**src/rtl/mac_pkg.sv**
```systemverilog
// -----------------------------------------------------------------------------
// mac_pkg
// Shared defaults and range helpers for the pipelined multiply-accumulate block.
//   DEF_DATA_W / DEF_ACC_W / DEF_VEC_LEN : default parameter values
//   umax_of(w) : largest unsigned value of a w-bit word
//   smax_of(w) : largest two's-complement value of a w-bit word
//   smin_of(w) : smallest two's-complement value of a w-bit word
// All helpers return 64-bit words (w <= 64); callers keep the low w bits.
// -----------------------------------------------------------------------------
package mac_pkg;

    localparam int DEF_DATA_W  = 8;
    localparam int DEF_ACC_W   = 24;
    localparam int DEF_VEC_LEN = 4;

    function automatic logic [63:0] umax_of(input int w);
        return (w >= 64) ? '1 : ((64'd1 << w) - 64'd1);
    endfunction

    function automatic logic [63:0] smax_of(input int w);
        return (64'd1 << (w - 1)) - 64'd1;
    endfunction

    // The low w bits of ~smax are 1000...0, i.e. the most negative value.
    function automatic logic [63:0] smin_of(input int w);
        return ~smax_of(w);
    endfunction

endpackage

```
**src/rtl/mac_mult_stage.sv**
```systemverilog
// -----------------------------------------------------------------------------
// mac_mult_stage
// Stage 1 of the MAC: extends both operands according to the vector's
// signedness, multiplies them and registers the product (sign- or zero-
// extended to ACC_W) together with the beat's last-of-vector flag.
// Ports:
//   clk, rst      : clock, asynchronous active-high reset
//   clr           : synchronous abort, drops the registered beat
//   accept        : a beat is taken on this edge
//   signed_mode   : signedness for this beat (already latched per vector)
//   last          : this beat closes the vector
//   a, b          : operands
//   p_valid       : stage holds a product
//   p_last        : held product is the last beat of its vector
//   p_signed      : signedness the held product was formed with
//   p_data        : product extended to ACC_W
// -----------------------------------------------------------------------------
module mac_mult_stage
    import mac_pkg::*;
#(
    parameter int DATA_W = DEF_DATA_W,
    parameter int ACC_W  = DEF_ACC_W
) (
    input  logic              clk,
    input  logic              rst,
    input  logic              clr,
    input  logic              accept,
    input  logic              signed_mode,
    input  logic              last,
    input  logic [DATA_W-1:0] a,
    input  logic [DATA_W-1:0] b,
    output logic              p_valid,
    output logic              p_last,
    output logic              p_signed,
    output logic [ACC_W-1:0]  p_data
);

    // Multiply in a width that holds the full product of two (DATA_W+1)-bit
    // signed operands and also spans ACC_W, so the low ACC_W bits are the
    // correctly extended product in either mode.
    localparam int PW = (ACC_W > 2*DATA_W + 2) ? ACC_W : 2*DATA_W + 2;

    logic signed [DATA_W:0] a_ext;
    logic signed [DATA_W:0] b_ext;
    logic signed [PW-1:0]   prod;

    always_comb begin
        a_ext = $signed({signed_mode & a[DATA_W-1], a});
        b_ext = $signed({signed_mode & b[DATA_W-1], b});
        prod  = $signed(PW'(a_ext)) * $signed(PW'(b_ext));
    end

    always_ff @(posedge clk or posedge rst) begin
        if (rst) begin
            p_valid  <= 1'b0;
            p_last   <= 1'b0;
            p_signed <= 1'b0;
            p_data   <= '0;
        end else if (clr) begin
            // clr beats a simultaneous accept: the beat is discarded.
            p_valid <= 1'b0;
            p_last  <= 1'b0;
        end else begin
            p_valid <= accept;
            p_last  <= accept & last;
            if (accept) begin
                p_signed <= signed_mode;
                p_data   <= prod[ACC_W-1:0];
            end
        end
    end

endmodule

```
**src/rtl/pipelined_mac.sv**
```systemverilog
// -----------------------------------------------------------------------------
// pipelined_mac
// Two-stage multiply-accumulate over vectors of VEC_LEN beats.
// Stage 1 (mac_mult_stage) registers the product of an accepted beat; stage 2
// adds it to the accumulator and, on the vector's last beat, presents the
// final sum on the result handshake and reloads the accumulator with zero.
// Ports:
//   clk, rst            : clock, asynchronous active-high reset
//   clr                 : synchronous abort of the vector in progress
//   signed_mode         : 1 = two's-complement operands (latched per vector)
//   in_valid/in_ready   : operand handshake, operands a and b
//   out_valid/out_ready : result handshake, out_data and out_ovf
// Build option:
//   MAC_SATURATE_EN     : when defined, an overflowing addition clamps the
//                         accumulator to the ACC_W limit and it stays there
//                         for the rest of the vector; otherwise it wraps.
// -----------------------------------------------------------------------------
module pipelined_mac
    import mac_pkg::*;
#(
    parameter int DATA_W  = DEF_DATA_W,
    parameter int ACC_W   = DEF_ACC_W,
    parameter int VEC_LEN = DEF_VEC_LEN
) (
    input  logic              clk,
    input  logic              rst,
    input  logic              clr,
    input  logic              signed_mode,
    input  logic              in_valid,
    output logic              in_ready,
    input  logic [DATA_W-1:0] a,
    input  logic [DATA_W-1:0] b,
    output logic              out_valid,
    input  logic              out_ready,
    output logic [ACC_W-1:0]  out_data,
    output logic              out_ovf
);

    localparam int CNT_W = (VEC_LEN > 1) ? $clog2(VEC_LEN) : 1;
    localparam logic [CNT_W-1:0] LAST_CNT = CNT_W'(VEC_LEN - 1);

`ifdef MAC_SATURATE_EN
    localparam logic [63:0] UMAX64 = umax_of(ACC_W);
    localparam logic [63:0] SMAX64 = smax_of(ACC_W);
    localparam logic [63:0] SMIN64 = smin_of(ACC_W);
    localparam logic [ACC_W-1:0] UMAX = UMAX64[ACC_W-1:0];
    localparam logic [ACC_W-1:0] SMAX = SMAX64[ACC_W-1:0];
    localparam logic [ACC_W-1:0] SMIN = SMIN64[ACC_W-1:0];
`endif

    logic [CNT_W-1:0] cnt_reg;
    logic             mode_reg;
    logic [ACC_W-1:0] acc_reg;
    logic             ovf_reg;

    logic             accept;
    logic             last_beat;
    logic             mode_eff;
    logic             p_valid;
    logic             p_last;
    logic             p_signed;
    logic [ACC_W-1:0] p_data;

    logic [ACC_W:0]   usum;
    logic [ACC_W-1:0] sum;
    logic             ovf_now;
    logic [ACC_W-1:0] acc_next;

    // One bubble per vector: while stage 1 holds a last beat the next beat
    // waits, so a new vector never starts adding into a result being emitted.
    assign in_ready  = !((out_valid && !out_ready) || (p_valid && p_last));
    assign accept    = in_valid && in_ready;
    assign last_beat = (cnt_reg == LAST_CNT);
    // The first beat of a vector uses the live signed_mode; later beats use
    // the value captured on that first beat.
    assign mode_eff  = (cnt_reg == '0) ? signed_mode : mode_reg;

    mac_mult_stage #(
        .DATA_W (DATA_W),
        .ACC_W  (ACC_W)
    ) u_mult (
        .clk         (clk),
        .rst         (rst),
        .clr         (clr),
        .accept      (accept),
        .signed_mode (mode_eff),
        .last        (last_beat),
        .a           (a),
        .b           (b),
        .p_valid     (p_valid),
        .p_last      (p_last),
        .p_signed    (p_signed),
        .p_data      (p_data)
    );

    always_ff @(posedge clk or posedge rst) begin
        if (rst) begin
            cnt_reg  <= '0;
            mode_reg <= 1'b0;
        end else if (clr) begin
            cnt_reg <= '0;
        end else if (accept) begin
            cnt_reg <= last_beat ? '0 : cnt_reg + CNT_W'(1);
            if (cnt_reg == '0) begin
                mode_reg <= signed_mode;
            end
        end
    end

    // Stage 2 adder. Unsigned overflow is the carry out; signed overflow is
    // two same-sign addends giving a result of the other sign.
    always_comb begin
        usum = {1'b0, acc_reg} + {1'b0, p_data};
        sum  = usum[ACC_W-1:0];
        if (p_signed) begin
            ovf_now = (acc_reg[ACC_W-1] == p_data[ACC_W-1]) &&
                      (sum[ACC_W-1] != acc_reg[ACC_W-1]);
        end else begin
            ovf_now = usum[ACC_W];
        end
`ifdef MAC_SATURATE_EN
        if (ovf_reg) begin
            acc_next = acc_reg;
        end else if (ovf_now) begin
            if (!p_signed) begin
                acc_next = UMAX;
            end else begin
                acc_next = acc_reg[ACC_W-1] ? SMIN : SMAX;
            end
        end else begin
            acc_next = sum;
        end
`else
        acc_next = sum;
`endif
    end

    always_ff @(posedge clk or posedge rst) begin
        if (rst) begin
            acc_reg   <= '0;
            ovf_reg   <= 1'b0;
            out_valid <= 1'b0;
            out_data  <= '0;
            out_ovf   <= 1'b0;
        end else begin
            // Consumed results drop; a result loading on the same edge wins.
            if (out_valid && out_ready) begin
                out_valid <= 1'b0;
            end
            if (clr) begin
                acc_reg <= '0;
                ovf_reg <= 1'b0;
            end else if (p_valid) begin
                if (p_last) begin
                    acc_reg   <= '0;
                    ovf_reg   <= 1'b0;
                    out_valid <= 1'b1;
                    out_data  <= acc_next;
                    out_ovf   <= ovf_reg | ovf_now;
                end else begin
                    acc_reg <= acc_next;
                    ovf_reg <= ovf_reg | ovf_now;
                end
            end
        end
    end

endmodule

```
**config.mk**
```make
export PLATFORM = sky130hd
export DESIGN_NAME = pipelined_mac
export DESIGN_NICKNAME = d
export VERILOG_FILES = /design/src/rtl/mac_pkg.sv /design/src/rtl/mac_mult_stage.sv /design/src/rtl/pipelined_mac.sv
export SDC_FILE = /design/constraint.sdc
export NUM_CORES = 1
export LEC_CHECK = 0
export CORE_ASPECT_RATIO = 1.4
export CORE_UTILIZATION = 47
export CTS_CLUSTER_DIAMETER = 40
export DETAILED_ROUTE_END_ITERATION = 16
export PLACE_DENSITY = 0.66
export SYNTH_ARGS = -nofsm -noshare
export SYNTH_HDL_FRONTEND = slang
export SYNTH_SLANG_ARGS = --single-unit
export TNS_END_PERCENT = 1
```
**constraint.sdc**
```tcl
create_clock -name clk -period 6.52 [get_ports clk]
set_input_delay 0.978 -clock clk [delete_from_list [all_inputs] [get_ports clk]]
set_output_delay 0.978 -clock clk [all_outputs]
set_load 0.01 [all_outputs]
```
Word level (Yosys, flattened, before mapping)
Index checks and enable logic that the tools add are counted.
Widths: inputs -> output; s select.
{ "op_classes": {"n_mul": 1, "reduce_logical": 13, "mux": 17, "eq_ne": 3, "bitwise_logic": 5, "add_sub_neg": 2} }
{ "op_table": {"columns": ["cell", "count"], "rows": [
  ["$mux 24", 3],
  ["$add 24x24->25", 1],
  ["$mul 9x9->18", 1],
  ["$mux 1", 11],
  ["$mux 2", 3],
  ["$logic_and 1x1->1", 5],
  ["$reduce_bool 2->1", 2],
  ["$and 1x1->1", 3],
  ["$reduce_and 3->1", 1],
  ["$add 2x1->2 const B", 1],
  ["$eq 2x2->1 const B", 1],
  ["$logic_not 1->1", 2],
  ["$logic_not 2->1", 1],
  ["$reduce_and 2->1", 1],
  ["$eq 1x1->1", 1],
  ["$logic_or 1x1->1", 1],
  ["$ne 1x1->1", 1],
  ["$not 1->1", 1],
  ["$or 1x1->1", 1]
]} }
{ "word_totals": {"output_inout_bits": 27, "word_cells": 51, "reg_bits": 80, "in_bits": 22} }

Longest topological paths before layout
{ "logic_depth": {"depth_word": 8, "mapped_depth": 23, "mapped_depth_nobuf": 23} }

By module
From an unflattened synthesis, not the netlist that was laid out.
{ "unflattened": {"cells_unflattened": 780, "hier_area_um2": 7011.7} }
{ "by_module_without_submodules": {"columns": ["module", "cells_each", "instances", "seq_area_each_um2", "area_each_um2"], "rows": [
  ["mac_mult_stage", 425, 1, 525.5, 3818.7],
  ["pipelined_mac", 355, 1, 1351.3, 3193.1]
]} }

Worst setup path after synthesis
Ideal clock, no wire load.
{ "synth_path": {"path_type": "in2reg", "startpoint": "input signed_mode", "endpoint": "register u_mult.p_data[22]", "slack_ps": 311, "n_path_buf": 1, "stages": 21, "setup_ps": 134, "t_required_ps": 6386, "t_arrival_ps": 6076, "cell_sequence": "mux2i_1 -> nand2b_1 -> clkbuf_1 -> or2_2 -> fa_1 -> inv_1 -> fa_1 -> fa_1 -> inv_1 -> fa_1 -> fa_1 -> inv_1 -> ha_1 -> nand2_1 -> o21ai_0 -> or4_1 -> a311oi_1 -> o21bai_1 -> a21oi_1 -> xnor2_1 -> o21ai_0"} }
{ "synth_between": {"elab_chain_cells": 3, "elab_cells_between_ends": 4, "cone_classes": "mul (1); mux (1); bitwise (2)"} }
{ "synth_rtl": {"columns": ["item", "line", "source"], "rows": [
  ["start, declared", "pipelined_mac.sv:28", "input logic signed_mode,"],
  ["$mux 1 *", null, null],
  ["$and 1x1->1 (on tied branches)", "mac_mult_stage.sv:48, mac_mult_stage.sv:49", null],
  ["$mul 9x9->18 *", "mac_mult_stage.sv:50", "prod = $signed(PW'(a_ext)) * $signed(PW'(b_ext));"],
  ["end signal, assigned", "mac_mult_stage.sv:68", "p_data <= prod[ACC_W-1:0];"],
  ["end, declared", "mac_mult_stage.sv:35", "output logic [ACC_W-1:0] p_data"]
]} }
Mark *: on every way between the ends. The rest lies on a longest branch, timed or not.
A chain may end at the register's enable or synchronous reset.

Worst setup path in the final report
{ "layout_path": {"startpoint": "input b[7]", "endpoint": "register u_mult.p_data[22]"} }
{ "layout_between": {"elab_chain_cells": 2} }
{ "layout_rtl": {"columns": ["item", "line", "source"], "rows": [
  ["start, declared", "pipelined_mac.sv:32", "input logic [DATA_W-1:0] b,"],
  ["$and 1x1->1", "mac_mult_stage.sv:49", "b_ext = $signed({signed_mode & b[DATA_W-1], b});"],
  ["$mul 9x9->18 *", "mac_mult_stage.sv:50", null]
]} }
Marks and branches as above.

==> results.yml <==
floorplanning:
  design.die.area_um2: 15200
  core-area_um2: 14400
  die_w_um: 104
  die_y_um: 145
  std_cell_rows: 52
  ioPinCount: 49
  initial_core_util_pct: 48.0
route:
  drtPass1Iterations: 6
  met1Wirelength_um: 5980
  drt-total-wl_um: 14500
  dr_total_vias: 5133
  wl_met3_um: 343
  routedWlPerCell_um: 14.8
  top_layer: "met4"
  via_per_inst: 5.24
  postRouteAntennaNets: 0
  route.detailed.drc: 0
  drt_iter0_markers: 196
  route.met2.wl_um: 7850
hold_path:
  min_path_cells: 2
  hold_path_end: "out_data[3]"
  holdCritStartpoint: "out_data[3]"
  hold_path.class: "reg -> reg"
layout:
  nNetsFinal: 943
  fillers: 1292
  diodes: 0
  final_area_um2: 8120
  areaGrowthSynthToFinish_pct: 17.6
  drive_above_1_share_pct: 10.3
global_routing:
  grt_pass1_vias: 5453
  antenna_found_initial: 0
  grt_usage_pct: 20.2
  grt_max_degree: 75
  grt_overflow_total: 0
  grt_pass1_wl_um: 24900
clock_network:
  cts_buffers: 9
  path_clk_slew_ns: 0.06
  worstSkewPairLatency_ns: 0.33
  clkSinkCount: 74
  cts.htree.levels: 3
  clock_path_buffers: 2
  postCtsSetupBuffers: 0
  cts_tree: "done"
  cts-root-buf: "clkbuf_16"
synth:
  netlist_instances: 713
  synth_fp_nets: 870
  ys_ff_latch: 74
  synth_common_cells: "nand2_1, inv_1, dfrtp_1, fa_1, ha_1"
  ys_warn_count: 0
  ys_seq_area_share_pct: 26.8
  synth_edf_count: 0
  ys.flop_type: "dfrtp_1"
  synthDominantCellAreaShare_pct: 26.8
  synth_area_per_cell_um2: 9.68
  ys_types: 54
  synthTopCellsByArea: "dfrtp_1, fa_1, ha_1"
  synthMostInstantiatedCell: "nand2_1"
  yosys.area.top_type: "dfrtp_1"
  syn_area_um2: 6900
  async_reset_ff_share_pct: 100
placement:
  hpwl_um: 11700
  dpl_cell_area_um2: 7800
  gp_congestion: 0.911
  io_buffers: 48
  dp_slack_ns: -0.281
worst_setup_path:
  rr_worst_depth: 22
  r2r-end: "u_mult.p_data[22]"
  arrival_ns: 6.42
  crit_required_ns: 6.71
  worstPathMaxFanout: 3
  endpoint_kind: "register"
  critPathKind: "in -> reg"
  r2r_slack_ns: 0.47
  start_kind: "input port"
  reg2reg_from: "cnt_reg[0]"
pwr:
  share_comb_of_total_power_pct: 63.5
  intPower_mw: 1.68
  peakVddDrop_uv: 196
  clkPwrFrac_pct: 15.6
  power_switching_mw: 1.21
  power.leakage_nw: 4.17
  p_sw_share_pct: 41.9
  seq_power_share_pct: 20.8
  power-per-cell-area_nw_per_um2: 355
timing:
  worst_clock_skew_ns: 0.00586
  hold_viol_final: 0
  timing.fmax_mhz: 160
  relSlewSlack_pct: 38.6
  fin_ws_ns: 0.289
  finalSetupViolCount: 0
  period_share_pct: 95.6
  rsz0062_at_grt: "no"
  worst_pin_slew_ns: 0.921
  fin_crit_ns: 6.23
  finalMaxSlewViolations: 0
flow_run:
  maxCapViolCount: 0
run_status:
  status: "completed"
==> power by group through the flow <==
| stage | Combinational [mW] | Clock [mW] | Sequential [mW] |
|---|---|---|---|
| global placement | 1.72 | 0 | 0.603 |
| floorplan | 1.34 | 0 | 0.590 |
| finish | 1.83 | 0.451 | 0.601 |
| global route | 2.09 | 0.480 | 0.610 |
| CTS | 1.81 | 0.461 | 0.602 |
| detailed placement | 1.78 | 0 | 0.609 |
==> worst max-delay path by stage <==
stage	startpoint	end	slack [ns]	cells past startpoint
6_report	b[7]	u_mult.p_data[22]	0.29	20
3_3_place_gp	signed_mode	u_mult.p_data[22]	-0.16	21
3_5_place_dp	signed_mode	u_mult.p_data[22]	-0.28	21
5_1_grt	b[7]	u_mult.p_data[22]	0.05	20
4_1_cts	signed_mode	u_mult.p_data[22]	0.07	21
2_1_floorplan	signed_mode	u_mult.p_data[22]	0.31	21
==> cell type report <==
cell class | instances | area [µm²] | share of cell area [%]
Tap cell | 189 | 236 | 2.91
Multi-Input combinational cell | 517 | 4640 | 57.2
Inverter | 103 | 387 | 4.76
Clock inverter | 3 | 15.0 | 0.185
Sequential cell | 74 | 1850 | 22.8
Clock buffer | 12 | 256 | 3.16
Timing Repair Buffer | 81 | 731 | 9.00
==> critical path, cell delays in order <==
cell and delay, ns:
clkdlybuf4s50_1 0.55, nand2b_4 0.06, or2_2 0.29, fa_1 0.53, inv_1 0.05, fa_1 0.48, fa_1 0.54, inv_1 0.05
fa_1 0.47, fa_1 0.53, inv_1 0.04, ha_1 0.30, nand2_1 0.07, o21ai_1 0.08, or4_4 0.57, a311oi_4 0.32
o21bai_1 0.13, a21oi_2 0.16, xnor2_1 0.12, o21ai_0 0.08
==> logic make-up (layout without fill, tap and decap cells) <==
| family | Yosys count | in the layout | synth area share [%] |
|---|---|---|---|
| simple gates | 213 | 213 | 14.4 |
| fa+ha+maj | 135 | 135 | 32.2 |
| buf+inv | 122 | 199 | 6.63 |
| compound gates | 112 | 112 | 12.2 |
| flops | 74 | 74 | 26.8 |
| xor+xnor | 40 | 40 | 5.08 |
| mux | 17 | 17 | 2.72 |
==> what timing repair did <==
| item | 4_1_cts | 5_1_grt |
|---|---|---|
| hold buffers | 0 | 0 |
| endpoints found under the setup margin | 0 | 4 |
| gates resized for setup | 0 | 9 |
==> through the flow <==
stage | utilization [%] | total power, mW | std cells | TNS (ns) | hold slack [ns]
finish | 56.5 | 2.89 | 979 | 0 | 0.471
global route | 56.5 | 3.18 | 979 | 0 | 0.492
CTS | 56.1 | 2.87 | 979 | 0 | 0.478
detailed placement | 54.3 | 2.39 | 964 | -0.837 | 0.465
global placement | 54.3 | 2.33 | 964 | -0.384 | 0.460
floorplan | - | 1.93 | 713 | 0 | 0.443
==> metal layers <==
layer  up-vias  global-route usage [%]
met1      2549                    23.5
met5         -                       0
li1       2472                       -
met4         0                    6.50
met3        25                    2.60
met2        87                    37.7
==> cell usage in the layout, fill, tap and decap left out, types with 3 or more instances in the layout <==
cell,n
nand2_1,109
dfrtp_1,74
mux2_2,14
ha_1,64
nand3_1,5
o21a_1,3
o21ai_0,22
nor2b_1,6
clkinv_2,3
clkdlybuf4s50_1,47
xnor2_1,29
buf_4,33
a21oi_1,23
fa_1,71
and2_1,44
xor2_1,11
or2_2,3
inv_1,101
clkbuf_16,9
a31oi_1,3
and3_1,6
nor3_1,6
nor2_1,24
a22o_1,22
a21o_1,10
No activity file was read; power rests on OpenSTA's default activity.
